<file path="config.mk">
export PLATFORM = sky130hd
export DESIGN_NAME = memory_arbiter
export DESIGN_NICKNAME = d
export VERILOG_FILES = /design/src/rtl/memory_arbiter_pkg.sv /design/src/rtl/memory_arbiter_grant.sv /design/src/rtl/memory_arbiter.sv
export SDC_FILE = /design/constraint.sdc
export NUM_CORES = 1
export LEC_CHECK = 0
export BUFFER_PORTS_ARGS = -buffer_cell sky130_fd_sc_hd__buf_2
export CAP_MARGIN = 20
export CORE_MARGIN = 3
export CORE_UTILIZATION = 35
export DETAILED_ROUTE_END_ITERATION = 8
export GPL_TIMING_DRIVEN = 0
export REMOVE_ABC_BUFFERS = 1
export SETUP_SLACK_MARGIN = 0.05
export SYNTH_ARGS = -nofsm -noshare
export SYNTH_HDL_FRONTEND = slang
export SYNTH_SLANG_ARGS = --single-unit
</file>
<file path="constraint.sdc">
create_clock -name clk_in -period 2.9 [get_ports clk_in]
set_input_delay 0.29 -clock clk_in [delete_from_list [all_inputs] [get_ports clk_in]]
set_output_delay 0.29 -clock clk_in [all_outputs]
set_load 0.01 [all_outputs]
</file>
<file path="src/rtl/memory_arbiter_pkg.sv">
// memory_arbiter_pkg: state encodings, access-size codes and default I/O base
// shared by the memory arbiter files.
package memory_arbiter_pkg;
  typedef logic [1:0] state_t;
  localparam state_t IDLE    = 2'd0;
  localparam state_t INS_RD  = 2'd1;
  localparam state_t DATA_RD = 2'd2;
  localparam state_t DATA_WR = 2'd3;
  localparam logic [1:0] SZ_BYTE = 2'b00;
  localparam logic [1:0] SZ_HALF = 2'b01;
  localparam logic [1:0] SZ_WORD = 2'b10;
  localparam logic [31:0] IO_BASE_DEF = 32'h00030000;
  function automatic logic [1:0] last_idx(input logic [1:0] size);
    return size == SZ_BYTE ? 2'd0 : size == SZ_HALF ? 2'd1 : 2'd3;
  endfunction
endpackage

</file>
<file path="src/rtl/memory_arbiter_grant.sv">
// memory_arbiter_grant: picks data vs instruction requester on acceptance.
// MEMORY_ARBITER_RR_EN selects round-robin; otherwise data always wins.
module memory_arbiter_grant (
  input  logic clk_in,
  input  logic rst_in,
  input  logic i_en,
  input  logic i_ins_req,
  input  logic i_data_req,
  output logic o_gnt_data
);
`ifdef MEMORY_ARBITER_RR_EN
  logic r_last_data;
  assign o_gnt_data = i_data_req && (!i_ins_req || !r_last_data);
  always_ff @(posedge clk_in)
    if (rst_in) r_last_data <= 1'b0;
    else if (i_en) r_last_data <= o_gnt_data;
`else
  logic w_unused;
  assign w_unused = ^{clk_in, rst_in, i_en, i_ins_req};
  assign o_gnt_data = i_data_req;
`endif
endmodule

</file>
<file path="src/rtl/memory_arbiter.sv">
// memory_arbiter: serialises instruction fetches and data loads/stores onto
// a byte-wide memory port. Round-robin tie-break under MEMORY_ARBITER_RR_EN.
module memory_arbiter
  import memory_arbiter_pkg::*;
#(
  parameter logic [31:0] IO_BASE = IO_BASE_DEF
) (
  input  logic        clk_in,
  input  logic        rst_in,
  input  logic        rdy_in,
  input  logic        flush_pipline,
  input  logic        ins_req,
  input  logic [31:0] ins_addr,
  output logic [31:0] ins_data,
  output logic        ins_done,
  input  logic        data_req,
  input  logic        data_we,
  input  logic [31:0] data_addr,
  input  logic [1:0]  data_size,
  input  logic [31:0] data_wdata,
  output logic [31:0] data_rdata,
  output logic        data_done,
  input  logic [7:0]  mem_din,
  output logic [7:0]  mem_dout,
  output logic [31:0] mem_a,
  output logic        mem_wr,
  input  logic        io_buffer_full
);
  state_t      r_state;
  logic [1:0]  r_cnt;
  logic [1:0]  r_last;
  logic        r_drain;
  logic [31:0] r_addr;
  logic [31:0] r_wdata;
  logic [31:0] r_buf;
  logic        r_ins_done;
  logic        r_data_done;
  logic [31:0] r_ins_data;
  logic [31:0] r_data_rdata;
  logic        w_idle;
  logic        w_rd;
  logic        w_wr;
  logic        w_req;
  logic        w_gnt_data;
  logic        w_stall;
  logic        w_cap;
  logic [1:0]  w_idx;
  logic [31:0] w_a;
  logic [31:0] w_word;
  assign w_idle = r_state == IDLE;
  assign w_rd   = r_state == INS_RD || r_state == DATA_RD;
  assign w_wr   = r_state == DATA_WR;
  assign w_req  = (ins_req || data_req) && !flush_pipline;
  assign w_a    = r_addr + {30'd0, r_cnt};
  assign w_stall = io_buffer_full && w_a >= IO_BASE;
  // Read data lags its address by one cycle; after the last address the
  // drain cycle picks up the final byte.
  assign w_cap  = w_rd && (r_drain || r_cnt != 2'd0);
  assign w_idx  = r_drain ? r_cnt : r_cnt - 2'd1;
  assign w_word = r_buf | ({24'd0, mem_din} << {w_idx, 3'b000});
  assign mem_a    = (w_rd && !r_drain) || w_wr ? w_a : 32'd0;
  assign mem_wr   = w_wr && rdy_in && !w_stall;
  assign mem_dout = w_wr ? r_wdata[{r_cnt, 3'b000} +: 8] : 8'd0;
  assign ins_done   = r_ins_done && rdy_in;
  assign data_done  = r_data_done && rdy_in;
  assign ins_data   = r_ins_data;
  assign data_rdata = r_data_rdata;
  memory_arbiter_grant u_grant (
    .clk_in     (clk_in),
    .rst_in     (rst_in),
    .i_en       (rdy_in && w_idle && w_req),
    .i_ins_req  (ins_req),
    .i_data_req (data_req),
    .o_gnt_data (w_gnt_data)
  );
  always_ff @(posedge clk_in) begin
    if (rst_in) begin
      r_state      <= IDLE;
      r_cnt        <= 2'd0;
      r_last       <= 2'd0;
      r_drain      <= 1'b0;
      r_addr       <= 32'd0;
      r_wdata      <= 32'd0;
      r_buf        <= 32'd0;
      r_ins_done   <= 1'b0;
      r_data_done  <= 1'b0;
      r_ins_data   <= 32'd0;
      r_data_rdata <= 32'd0;
    end else if (rdy_in) begin
      r_ins_done  <= 1'b0;
      r_data_done <= 1'b0;
      if (w_idle) begin
        if (w_req) begin
          r_state <= w_gnt_data ? (data_we ? DATA_WR : DATA_RD) : INS_RD;
          r_addr  <= w_gnt_data ? data_addr : ins_addr;
          r_last  <= w_gnt_data ? last_idx(data_size) : 2'd3;
          r_wdata <= data_wdata;
          r_cnt   <= 2'd0;
          r_drain <= 1'b0;
          r_buf   <= 32'd0;
        end
      end else if (w_rd) begin
        if (flush_pipline) r_state <= IDLE;
        else begin
          if (w_cap) r_buf <= w_word;
          if (r_drain) begin
            r_state <= IDLE;
            if (r_state == INS_RD) begin
              r_ins_done <= 1'b1;
              r_ins_data <= w_word;
            end else begin
              r_data_done  <= 1'b1;
              r_data_rdata <= w_word;
            end
          end else if (r_cnt == r_last) r_drain <= 1'b1;
          else r_cnt <= r_cnt + 2'd1;
        end
      end else if (!w_stall) begin
        if (r_cnt == r_last) begin
          r_state     <= IDLE;
          r_data_done <= 1'b1;
        end else r_cnt <= r_cnt + 2'd1;
      end
    end
  end
endmodule
</file>
## Yosys cells after proc, flatten, opt, wreduce, memory -nomap -nowiden

Cells that the tools add are included.

- Register bits after elaboration: 169
- Input bits: 114
- Logic and storage cells: 105

- $add $sub $neg: 3
- Order comparisons: 1
- Equal/unequal tests: 11
- Shifts and indexed selects: 2
- Multiplexer cells: 45
- Bitwise gates (word level): 4
- Reduce and logical (&&, ||, !) cells: 28

Operators by type and width:

| operator | number |
|---|---|
| 2-to-1 mux 32 bit | 7 |
| 2-to-1 mux 2 bit | 19 |
| adder 32 x 2 -> 32 bit | 1 |
| greater-or-equal comparator 32 x 18 -> 1 bit, second input constant | 1 |
| bitwise OR 32 bit | 1 |
| variable part select 32 x 6 -> 8 bit | 1 |
| << shifter 8 x 5 -> 32 bit | 1 |
| 2-to-1 mux 1 bit | 18 |
| AND reduction 5 bit | 3 |
| AND reduction 6 bit | 2 |
| != test 3 bit, second input constant | 3 |
| logical AND 1 bit | 8 |
| 2-to-1 mux 8 bit | 1 |
| nonzero test 2 bit | 3 |
| == test 2 x 1 -> 1 bit, second input constant | 2 |
| == test 2 bit, second input constant | 2 |
| zero test 2 bit | 2 |
| logical OR 1 bit | 4 |
| != test 2 x 1 -> 1 bit, second input constant | 2 |
| != test 4 bit, second input constant | 1 |
| AND reduction 4 bit | 1 |
| zero test 1 bit | 3 |
| NOT 1 bit | 3 |
| AND reduction 3 bit | 1 |
| 4 further kinds | 4 |

## Longest topological paths before layout

Gate-level depths: netlist of the first run.

- Depth after elaboration: 8
- Depth in mapped cells: 11
- Depth with buffers taken out: 10

## By module

A second synthesis of the first run with hierarchy kept.

- Cells, all modules: 940
- Area total of the unflattened synthesis: 7797.5 µm²

By module, submodules not included:

| module | times used | cells each | area each (µm²) | seq. area each (µm²) |
|---|---|---|---|---|
| memory_arbiter | 1 | 939 | 7790.0 | 3383.2 |
| memory_arbiter_grant | 1 | 1 | 7.5 | 0.0 |

## Worst setup path after synthesis of the first run

OpenSTA, ideal clock, no wires.

- Kind: register -> register
- From: register r_cnt[0]
- To: register r_state[0]
- Library setup time: 0.123 ns
- Data arrival time: 2.602 ns
- Required time: 2.777 ns
- Setup slack: 0.175 ns
- Stages on the path, launching flop included: 12
- Buffers on the path: 1
- Cell sequence: dfxtp_1 ha_1 fa_1 and4_1 buf_2 nand3_2 nor3_1 a2111oi_0 nand4_1 o211ai_2 nand2_2 mux2_1

- Word-level cells in the longest chain between the ends: 5
- Elaborated cells between the ends (all ways): 7
- Those cells by class: 1 x add/sub; 1 x order compare; 2 x eq/ne; 3 x reduce/logical

Ends and longest elaborated chain:

| what | RTL line | RTL |
|---|---|---|
| start: declaration | memory_arbiter.sv:30 | `logic [1:0] r_cnt;` |
| start signal: assignment | memory_arbiter.sv:116 | `else r_cnt <= r_cnt + 2'd1;` |
| start signal: assignment | memory_arbiter.sv:122 | `end else r_cnt <= r_cnt + 2'd1;` |
| adder 32 x 2 -> 32 bit | memory_arbiter.sv:54 | `assign w_a = r_addr + {30'd0, r_cnt};` |
| greater-or-equal comparator 32 x 18 -> 1 bit | memory_arbiter.sv:55 | `assign w_stall = io_buffer_full && w_a >= IO_BASE;` |
| logical AND 1 bit | memory_arbiter.sv:55 |  |
| != test 3 bit (no source line) | n/a |  |
| AND reduction 5 bit (no source line) (*) | n/a |  |
| end signal: assignment | memory_arbiter.sv:94 | `r_state <= w_gnt_data ? (data_we ? DATA_WR : DATA_RD) : INS_RD;` |
| end: declaration | memory_arbiter.sv:29 | `state_t r_state;` |

Mark *: on every way between the ends. The rest lies on a longest branch, timed or not.
A chain may end at the register's enable or synchronous reset.

## Final worst setup path of the first run

- From: register r_cnt[0]
- To: output mem_wr

- Word-level cells in the longest chain between the ends: 5

Ends and longest elaborated chain:

| what | RTL line | RTL |
|---|---|---|
| adder 32 x 2 -> 32 bit | memory_arbiter.sv:54 |  |
| greater-or-equal comparator 32 x 18 -> 1 bit | memory_arbiter.sv:55 |  |
| logical AND 1 bit | memory_arbiter.sv:55 |  |
| zero test 1 bit | n/a |  |
| logical AND 1 bit | memory_arbiter.sv:62 | `assign mem_wr = w_wr && rdy_in && !w_stall;` |
| end: declaration | memory_arbiter.sv:26 | `output logic mem_wr,` |

No other way between the ends.

==> results_dict.tcl, run 1 <==
set metrics [dict create \
    end_kind "primary output" \
    antenna_found_initial 2 \
    holdWs_ns 0.0938 \
    area_growth_pct 29.3 \
    yosysSeqAreaShare_pct 43.6 \
    setup_viol_count_final 3 \
    grt_max_degree 78 \
    cp.buffers_inverters 1 \
    start_util_pct 36.2 \
    synth_top_area_cell "dfxtp_1" \
    max_stage_delay_ns 0.37 \
    outcome "finished, violations left" \
    arrival_ns 2.88 \
    powerDensity_nw_per_um2 537 \
    ant_nets 0 \
    p_seq_share_pct 46.1 \
    path_delay_family "simple AND/OR/NAND/NOR gates" \
    required_ns 2.61 \
    boundaryPins 221 \
    async_reset_ff_share_pct 0 \
    synthMuxAreaShare_pct 7.00 \
    die_h_um 155 \
    synth_simple_gate_area_share_pct 20.0 \
    ys_top_cells_by_count "nor2_1 (179), dfxtp_1 (169), a21oi_1 (102)" \
    netlist_top_cells_area "dfxtp_1 (44%), a211oi_1 (9.8%), nor2_1 (8.7%), a21oi_1 (6.6%), mux2i_1 (4.4%)" \
    crit_chain "ha_4 -> fa_2 -> and4_4 -> nand3_4 -> o31a_1 -> nor4_2 -> nand4_1 -> o21ai_2 -> and3_1 -> buf_6" \
    worst_slack_ns -0.272 \
    routedWlPerCell_um 15.7 \
    fill_cells 2171 \
    grt_pass1_wl_um 34600 \
    track_usage_pct 17.7 \
    vias 7178 \
    avgSynthCellArea_sq_um 8.36 \
    power.switching_mw 1.48 \
    p_int_mw 3.91 \
    synth.most_common_cell "nor2_1" \
    synth_top_family_by_area "compound AO/OA/AOI/OAI gates" \
    synth_fa_ha_area_share_pct 1.55 \
    cts_buffers 17 \
    violations "setup timing" \
    yosys_most_used_dff "dfxtp_1" \
    die-width_um 155 \
    leakagePower_nw 3.99 \
    place_congestion 0.768 \
    finalCritPeriodShare_pct 109 \
    power_frac_clock_pct 40.5 \
    total_power_mw 5.39 \
    maxCapViolations 0 \
    grt_pass1_vias 6619 \
    synth_edf_count 0 \
    clock_latency_ns 0.42 \
    path_clk_slew_ns 0.07 \
    finalHoldViolCount 0 \
    first_iter_violations 269 \
    hold_path_class "in2reg" \
    tightest_slew_ns 1.05 \
    syn_area_sq_um 7760 \
    final_nets 1245 \
    switching_share_pct 27.5 \
    yosys.area_share.xor_xnor_pct 3.27 \
    cp_max_fo 6 \
    numPortBuffers 220 \
    fin_skew_ns 0.0144 \
    cts_tree "built" \
    ys_warn_count 0 \
    clock-sinks 169 \
    clock-root-buffer "clkbuf_16" \
    critPathLaunchType "register" \
    dieArea_sq_um 24000 \
    ctsHoldBuffers 0 \
    grt_setup_unrepaired "yes" \
    routed_wl_um 22200 \
    vias_per_cell 5.09 \
    synth_cell_types 57 \
    clk_path_buf_depth 2 \
    synth_compound_area_share_pct 20.1 \
    p_comb_share_pct 13.4 \
    synth-seq-cells 169 \
    syn_inst 928 \
    dr.pass1.iters 4 \
    slew_headroom_pct 29.0 \
    cp_slowest_cell "dfxtp_4" \
    hpwl_um 15000 \
    slew_violations 0 \
    cts_max_level 4 \
    finalCriticalPeriod_ns 3.17 \
    coreArea_sq_um 21400 \
    clock.fmax_ghz 0.315 \
    path_class "reg2out" \
    drive_gt1_share_pct 29.9 \
    rows 53 \
    grt_remaining_overflow 0 \
    ir_worst_vdd_uv 318 \
    drcViolationCount 0 \
    synth_top_area_share_pct 43.6 \
]
[kinds of logic (layout without fill, tap and decap cells)]
logic type	Yosys count	after routing
xor+xnor	29	29
simple gates	349	350
buf+inv	88	293
fa+ha+maj	9	9
mux	44	44
other cells	0	2
compound gates	240	240
flops	169	169
[cells in the final DEF, fill, tap and decap left out, types with 4 or more instances in the layout]
master       n
o21ai_0      6
and2_1      10
buf_2      219
clkbuf_16   17
buf_16       4
buf_6        6
nand3_1     16
nor3_1       8
o21ba_2      4
nor2_1     176
nand4_1      9
ha_1         6
and3_1       5
inv_1        9
o31ai_1      4
dfxtp_1    166
a211oi_1   100
mux2i_1     34
nor2_2       4
nand2_1     84
buf_4       19
xnor2_1     15
a21oi_1    100
xor2_1      14
mux4_2       8
[timing repair]
item	CTS	global route
pin swaps	13	12
resized for setup	26	26
cloned	0	1
setup buffers	17	5
setup endpoints to repair	112	41
[power by group through the flow]
stage	logic (mW)	clock network, mW	registers (mW)
after detailed placement	0.667	0	2.54
after global routing	0.802	2.32	2.50
after global placement	0.625	0	2.54
final	0.719	2.18	2.49
after CTS	0.704	2.23	2.48
after floorplan	0.370	0	2.52
[cell type report]
cell class	instances	area, sq um	share of cell area (%)
Multi-Input combinational cell	672	4230	42.1
Sequential cell	169	3390	33.8
Timing Repair Buffer	251	1470	14.7
Clock buffer	20	437	4.35
Tap cell	275	344	3.43
Clock inverter	11	113	1.12
Inverter	11	41.3	0.412
Antenna cell	2	5.00	0.0499
[stage by stage]
step	TNS, ns	util [%]	worst slack (ns)	instance area [sq um]	instances
2_1_floorplan	-18.92	-	-0.578	7450	851
3_3_place_gp	-223.82	41.5	-1.99	8900	1346
3_5_place_dp	-30.89	42.5	-1.27	9100	1356
4_1_cts	-0.564	46.0	-0.243	9860	1404
5_1_grt	-1.14	46.8	-0.445	10000	1410
6_report	-0.280	46.8	-0.272	10000	1411
[layer usage]
metal / wire, um / part of all wire, % / GRT usage (%)
met3: 1060 / 4.8 / 4.39
met5: 12 / 0.054 / 0
met1: 10500 / 47 / 23.8
met4: 206 / 0.93 / 5.30
met2: 10400 / 47 / 28.3
[sequential cells by signal, indices dropped and copies added (netlist names)]
signal	count
data_rdata	32
ins_data	32
r_addr	32
r_buf	32
r_wdata	32
r_cnt	2
r_last	2
r_state	2
r_data_done	1
r_drain	1
r_ins_done	1
[worst paths after layout]
| check | startpoint | endpoint | slack (ns) | depth (start not counted) |
|---|---|---|---|---|
| worst max-delay path | r_cnt[0] | mem_wr | -0.27 | 10 |
| worst min register to register | r_data_done | r_data_done | 0.45 | 2 |
| worst max register to register | r_cnt[0] | r_state[0] | 0 | 11 |
| worst min-delay path | data_wdata[22] | r_wdata[22] | 0.09 | 3 |
[tightest hold or removal path: stages]
cell and delay (ns):
buf_2 0.09, nand2_1 0.04, a21oi_1 0.05
Power figures use the tool's default switching activity.
==> inputs of run 2 (changes only) <==
--- a/config.mk
+++ b/config.mk
@@ -5,8 +5,8 @@
 export SDC_FILE = /design/constraint.sdc
 export NUM_CORES = 1
 export LEC_CHECK = 0
+export ABC_AREA = 1
 export BUFFER_PORTS_ARGS = -buffer_cell sky130_fd_sc_hd__buf_2
-export CAP_MARGIN = 20
 export CORE_MARGIN = 3
 export CORE_UTILIZATION = 35
 export DETAILED_ROUTE_END_ITERATION = 8
==> results_dict.tcl, run 2 <==
set metrics [dict create \
    outcome "finished, violations left" \
    violations "setup timing" \
    path_class "reg2out" \
    wirelength_met1_um 12200 \
    syn_inst 1263 \
    fin_skew_ns 0.0161 \
    synth_edf_count 0 \
    die_h_um 160 \
    drcViolationCount 0 \
    ant_nets 0 \
    clock-sinks 169 \
    coreArea_sq_um 23000 \
    syn_area_sq_um 8330 \
    drive_gt1_share_pct 24.2 \
    final_common_cell "nand2_1" \
    track_usage_pct 19.8 \
    clk_path_buf_depth 2 \
    grt_pass1_wl_um 41600 \
    avgSynthCellArea_sq_um 6.59 \
    ys_top_cells_by_count "nand2_1 (246), nor2_1 (233), dfxtp_1 (169)" \
    grt_setup_unrepaired "yes" \
    dieArea_sq_um 25700 \
    power_frac_clock_pct 36.9 \
    clock-root-buffer "clkbuf_16" \
    yosys_most_used_dff "dfxtp_1" \
    cts_buffers 17 \
    numPortBuffers 220 \
    netlist_top_cells_area "dfxtp_1 (41%), nand2_1 (11%), nor2_1 (11%), o21ai_0 (9.3%), inv_1 (6.7%)" \
    hpwl_um 17200 \
    synth-seq-cells 169 \
    fin_setup_tns_ns -0.0234 \
    die-width_um 160 \
    tightest_slew_ns 1.33 \
    critPathLaunchType "register" \
    placed_cell_area_sq_um 9680 \
    vias 8723 \
    pre_cts_ws_ns -1.13 \
    arrival_ns 2.63 \
    wl_met3_um 1700 \
    powerDensity_nw_per_um2 573 \
    finalCriticalPeriod_ns 2.92 \
    grt_pass1_vias 8078 \
    setup_viol_count_final 2 \
    p_comb_share_pct 21.6 \
    slew_headroom_pct 11.5 \
    path_clk_slew_ns 0.07 \
    area_growth_pct 27.9 \
    layout_common_cells "nand2_1 (238), nor2_1 (227), buf_2 (219)" \
    yosysSeqAreaShare_pct 40.6 \
    synth_top_area_cell "dfxtp_1" \
    fill_cells 2443 \
    hold_path_class "in2reg" \
    grt_remaining_overflow 0 \
    synth_top_area_share_pct 40.6 \
    ir_worst_vdd_uv 293 \
    first_iter_violations 543 \
    routed_wl_um 26200 \
    dr.pass1.iters 5 \
    switching_share_pct 32.3 \
    ys_warn_count 0 \
    cp_max_fo 4 \
    synth_cell_types 30 \
    rows 55 \
    grt_max_degree 104 \
    holdWs_ns 0.105 \
    p_seq_share_pct 41.5 \
    wl_met2_um 11900 \
    clock.fmax_ghz 0.343 \
    async_reset_ff_share_pct 0 \
    top_layer_used "met5" \
    finalCritPeriodShare_pct 101 \
    final_area_sq_um 10600 \
    routedWlPerCell_um 14.5 \
    leakagePower_nw 5.04 \
    p_int_mw 4.13 \
    finalHoldViolCount 0 \
    antenna_found_initial 6 \
    cts_max_level 4 \
    final_nets 1596 \
    vias_per_cell 4.85 \
    required_ns 2.61 \
    cts_tree "built" \
    place_congestion 0.858 \
    power.switching_mw 1.97 \
    end_kind "primary output" \
    fin_util_pct 46.3 \
    start_util_pct 36.2 \
    synth.most_common_cell "nand2_1" \
    maxCapViolations 0 \
    clock_latency_ns 0.43 \
    slew_violations 0 \
    worst_slack_ns -0.0190 \
    boundaryPins 221 \
]
==> run 2: final cells by class <==
cell class                 instances  area (sq um)  share of cell area [%]
antenna                            1          2.50                  0.0235
clock buffer                      19           433                    4.07
clock inverter                    13           138                    1.29
inverter                         153           591                    5.55
multi-input combinational        874          4260                    40.0
sequential                       169          3390                    31.9
tap                              313           392                    3.68
timing repair buffer             256          1420                    13.4
timing repair inverter             2          15.0                   0.141
==> run 2: worst paths after layout <==
path | cells past startpoint | slack, ns | from | to
setup / recovery | 16 | -0.02 | r_cnt[0] | mem_wr
hold / removal | 3 | 0.11 | data_wdata[18] | r_wdata[18]
setup reg to reg | 20 | 0 | r_cnt[0] | r_data_done
hold reg to reg | 2 | 0.46 | r_buf[30] | r_buf[30]
==> run 2: metrics by stage <==
step	std cells	total power, mW
3_3_place_gp	1728	3.71
6_report	1800	6.10
3_5_place_dp	1733	3.74
5_1_grt	1800	6.43
4_1_cts	1794	6.12
2_1_floorplan	1195	3.28
==> run 2: worst max-delay path, cell delays in order (launching register included) <==
cell	delay [ns]
dfxtp_4	0.36
ha_4	0.16
fa_2	0.39
nand2_2	0.10
nor2_4	0.05
buf_4	0.14
buf_4	0.13
nand3b_1	0.09
nand2_1	0.06
nor2_1	0.08
nand2_1	0.05
nor2_1	0.08
nand2_1	0.10
nand2_1	0.10
nand2_1	0.06
nor2_1	0.09
buf_4	0.16
==> run 2: routing by layer <==
metal	vias to the layer above	GRT usage, %
li1	4499	-
met1	3923	26.8
met2	264	31.9
met3	29	5.06
met4	8	4.34
met5	-	0
==> run 2: repair_timing <==
| action | in CTS | in global routing |
|---|---|---|
| gates cloned | 2 | 1 |
| pin swaps | 12 | 13 |
| endpoints found under the setup margin | 182 | 83 |
| hold buffers | 0 | 0 |
| resized for setup | 23 | 17 |
| buffers inserted | 27 | 4 |
==> run 2: power groups by stage <==
stage	logic, mW	registers (mW)	clock network [mW]
after global placement	1.11	2.60	0
after global routing	1.48	2.55	2.41
after CTS	1.29	2.53	2.30
after detailed placement	1.14	2.60	0
final	1.32	2.53	2.25
after floorplan	0.717	2.56	0
==> run 2: kinds of logic (layout without fill, tap and decap cells) <==
kind of cell    Yosys count  in the layout  share of synthesized area [%]
xor+xnor                  8              8                          0.842
other cells               0              1                              0
compound gates          331            331                           21.9
simple gates            525            526                           25.2
fa+ha+maj                 9              9                           1.44
buf+inv                 221            443                           9.98
flops                   169            169                           40.6
==> inputs of run 3 (changes only) <==
--- a/config.mk
+++ b/config.mk
@@ -7,10 +7,11 @@
 export LEC_CHECK = 0
 export ABC_AREA = 1
 export BUFFER_PORTS_ARGS = -buffer_cell sky130_fd_sc_hd__buf_2
-export CORE_MARGIN = 3
+export CORE_MARGIN = 2
 export CORE_UTILIZATION = 35
 export DETAILED_ROUTE_END_ITERATION = 8
 export GPL_TIMING_DRIVEN = 0
+export MAX_ROUTING_LAYER = met4
 export REMOVE_ABC_BUFFERS = 1
 export SETUP_SLACK_MARGIN = 0.05
 export SYNTH_ARGS = -nofsm -noshare
==> results_dict.tcl, run 3 (same netlist as run 2, synthesis figures left out) <==
set metrics [dict create \
    outcome "finished, violations left" \
    violations "setup timing" \
    clock.fmax_ghz 0.340 \
    fin_setup_tns_ns -0.0378 \
    ir_worst_vdd_uv 304 \
    critPathLaunchType "register" \
    worst-r2r-cell-count 8 \
    placed_cell_area_sq_um 9690 \
    seq_area_sq_um 3400 \
    start_util_pct 35.6 \
    arrival_ns 2.65 \
    slew_headroom_pct 13.0 \
    coreArea_sq_um 23400 \
    antenna_found_initial 4 \
    worstHoldPathCells 3 \
    cts_tree "built" \
    fin_skew_ns 0.0106 \
    hpwl_um 16700 \
    pre_cts_ws_ns -1.22 \
    worst_slack_ns -0.0378 \
    final_nets 1585 \
    grt_pass1_vias 7707 \
    clock-sinks 169 \
    routedWlPerCell_um 14.2 \
    path_clk_slew_ns 0.07 \
    dr.pass1.iters 5 \
    r2r_slack_ns 0.29 \
    worstHoldStart "data_wdata[9]" \
    numPortBuffers 220 \
    grt_remaining_overflow 0 \
    finalCritPeriodShare_pct 101 \
    rows 56 \
    dp.cells 1740 \
    die-width_um 158 \
    grt_max_degree 104 \
    grt_pass1_wl_um 39400 \
    setup_viol_count_final 1 \
    area_growth_pct 27.3 \
    track_usage_pct 20.7 \
    clk_path_buf_depth 2 \
    multi_input_area_sq_um 4230 \
    dieArea_sq_um 25000 \
    cp_max_fo 5 \
    holdPathEnd "r_wdata[9]" \
    layout_common_cells "nand2_1 (238), nor2_1 (226), buf_2 (219)" \
    place_congestion 0.883 \
    vias 8683 \
    maxCapViolations 0 \
    end_kind "primary output" \
    clock_latency_ns 0.43 \
    die_h_um 158 \
    routed_wl_um 25600 \
    leakagePower_nw 5.01 \
    fill_cells 2501 \
    drcViolationCount 0 \
    final_common_cell "nand2_1" \
    fin_util_pct 45.3 \
    final_area_sq_um 10600 \
    drive_gt1_share_pct 23.9 \
    vias_per_cell 4.83 \
    finalCriticalPeriod_ns 2.94 \
    path_class "reg2out" \
    clock-root-buffer "clkbuf_16" \
    finalHoldViolCount 0 \
    tightest_slew_ns 1.30 \
    powerDensity_nw_per_um2 586 \
    reg2reg_to "data_rdata[9]" \
    stdcell_count 1798 \
    cts_buffers 17 \
    r2r-start "r_state[0]" \
    hold_path_class "in2reg" \
    slew_violations 0 \
    cts_max_level 4 \
    required_ns 2.61 \
    ant_nets 0 \
    first_iter_violations 517 \
    grt_setup_unrepaired "yes" \
    boundaryPins 221 \
]
==> run 3: what timing repair did <==
item / in CTS / in global routing
endpoints found under the setup margin: 178 / 41
cloned: 2 / 1
setup buffers: 15 / 5
endpoints found under the hold margin: 0 / 0
gates resized for setup: 24 / 14
hold buffers: 0 / 0
pin swaps: 13 / 13
==> run 3: area by class of cell <==
cell class / instances / area share (%)
multi-input combinational: 874 / 39.9
timing repair inverter: 2 / 0.142
tap: 319 / 3.76
inverter: 153 / 5.56
timing repair buffer: 245 / 12.7
clock inverter: 13 / 1.58
antenna: 4 / 0.0944
sequential: 169 / 32.0
clock buffer: 19 / 4.18
==> run 3: worst max-delay path, stage by stage, from the launching register on <==
cell and delay, ns:
dfxtp_4 0.37, ha_4 0.14, fa_2 0.21, nand2_2 0.08
nor2_4 0.15, nand2_2 0.10, nor2_4 0.19, nand2_1 0.07
nand2_1 0.08, nand2_1 0.06, nor2_2 0.10, nand2_1 0.06
nor2_1 0.12, nand2_2 0.10, nand2_2 0.08, nand2_2 0.06
nor2_4 0.12, buf_6 0.12
==> run 3: how the worst max path moves through the flow <==
stage                    start            end  slack (ns)  depth (start not counted)
floorplan           r_state[0]      r_addr[0]       -0.48                          6
global placement      data_req      r_addr[2]       -2.26                          7
detailed placement    r_cnt[0]  data_rdata[9]       -1.22                          7
CTS                   r_cnt[0]         mem_wr       -0.12                         17
global route         r_addr[0]         mem_wr       -0.18                         17
finish                r_cnt[0]         mem_wr       -0.04                         17
==> run 3: stage by stage <==
stage | hold WS [ns] | power (mW)
2_1_floorplan | 0.359 | 3.28
3_3_place_gp | 0.442 | 3.71
3_5_place_dp | 0.446 | 3.75
4_1_cts | 0.0851 | 6.24
5_1_grt | 0.102 | 6.52
6_report | 0.102 | 6.21
==> run 3: per-layer routing <==
metal | GRT usage [%] | vias to the layer above | wire length, um
li1 | - | 4465 | -
met1 | 26.9 | 3903 | 12000
met2 | 32.2 | 290 | 11600
met3 | 4.57 | 25 | 1710
met4 | 6.18 | 0 | 314
met5 | - | - | 0
==> run 3: power breakdown <==
part / leakage, nW / switching (mW) / internal [mW]
logic: 3.34 / 0.812 / 0.463
registers: 1.37 / 0.103 / 2.43
clock network: 0.300 / 1.01 / 1.39
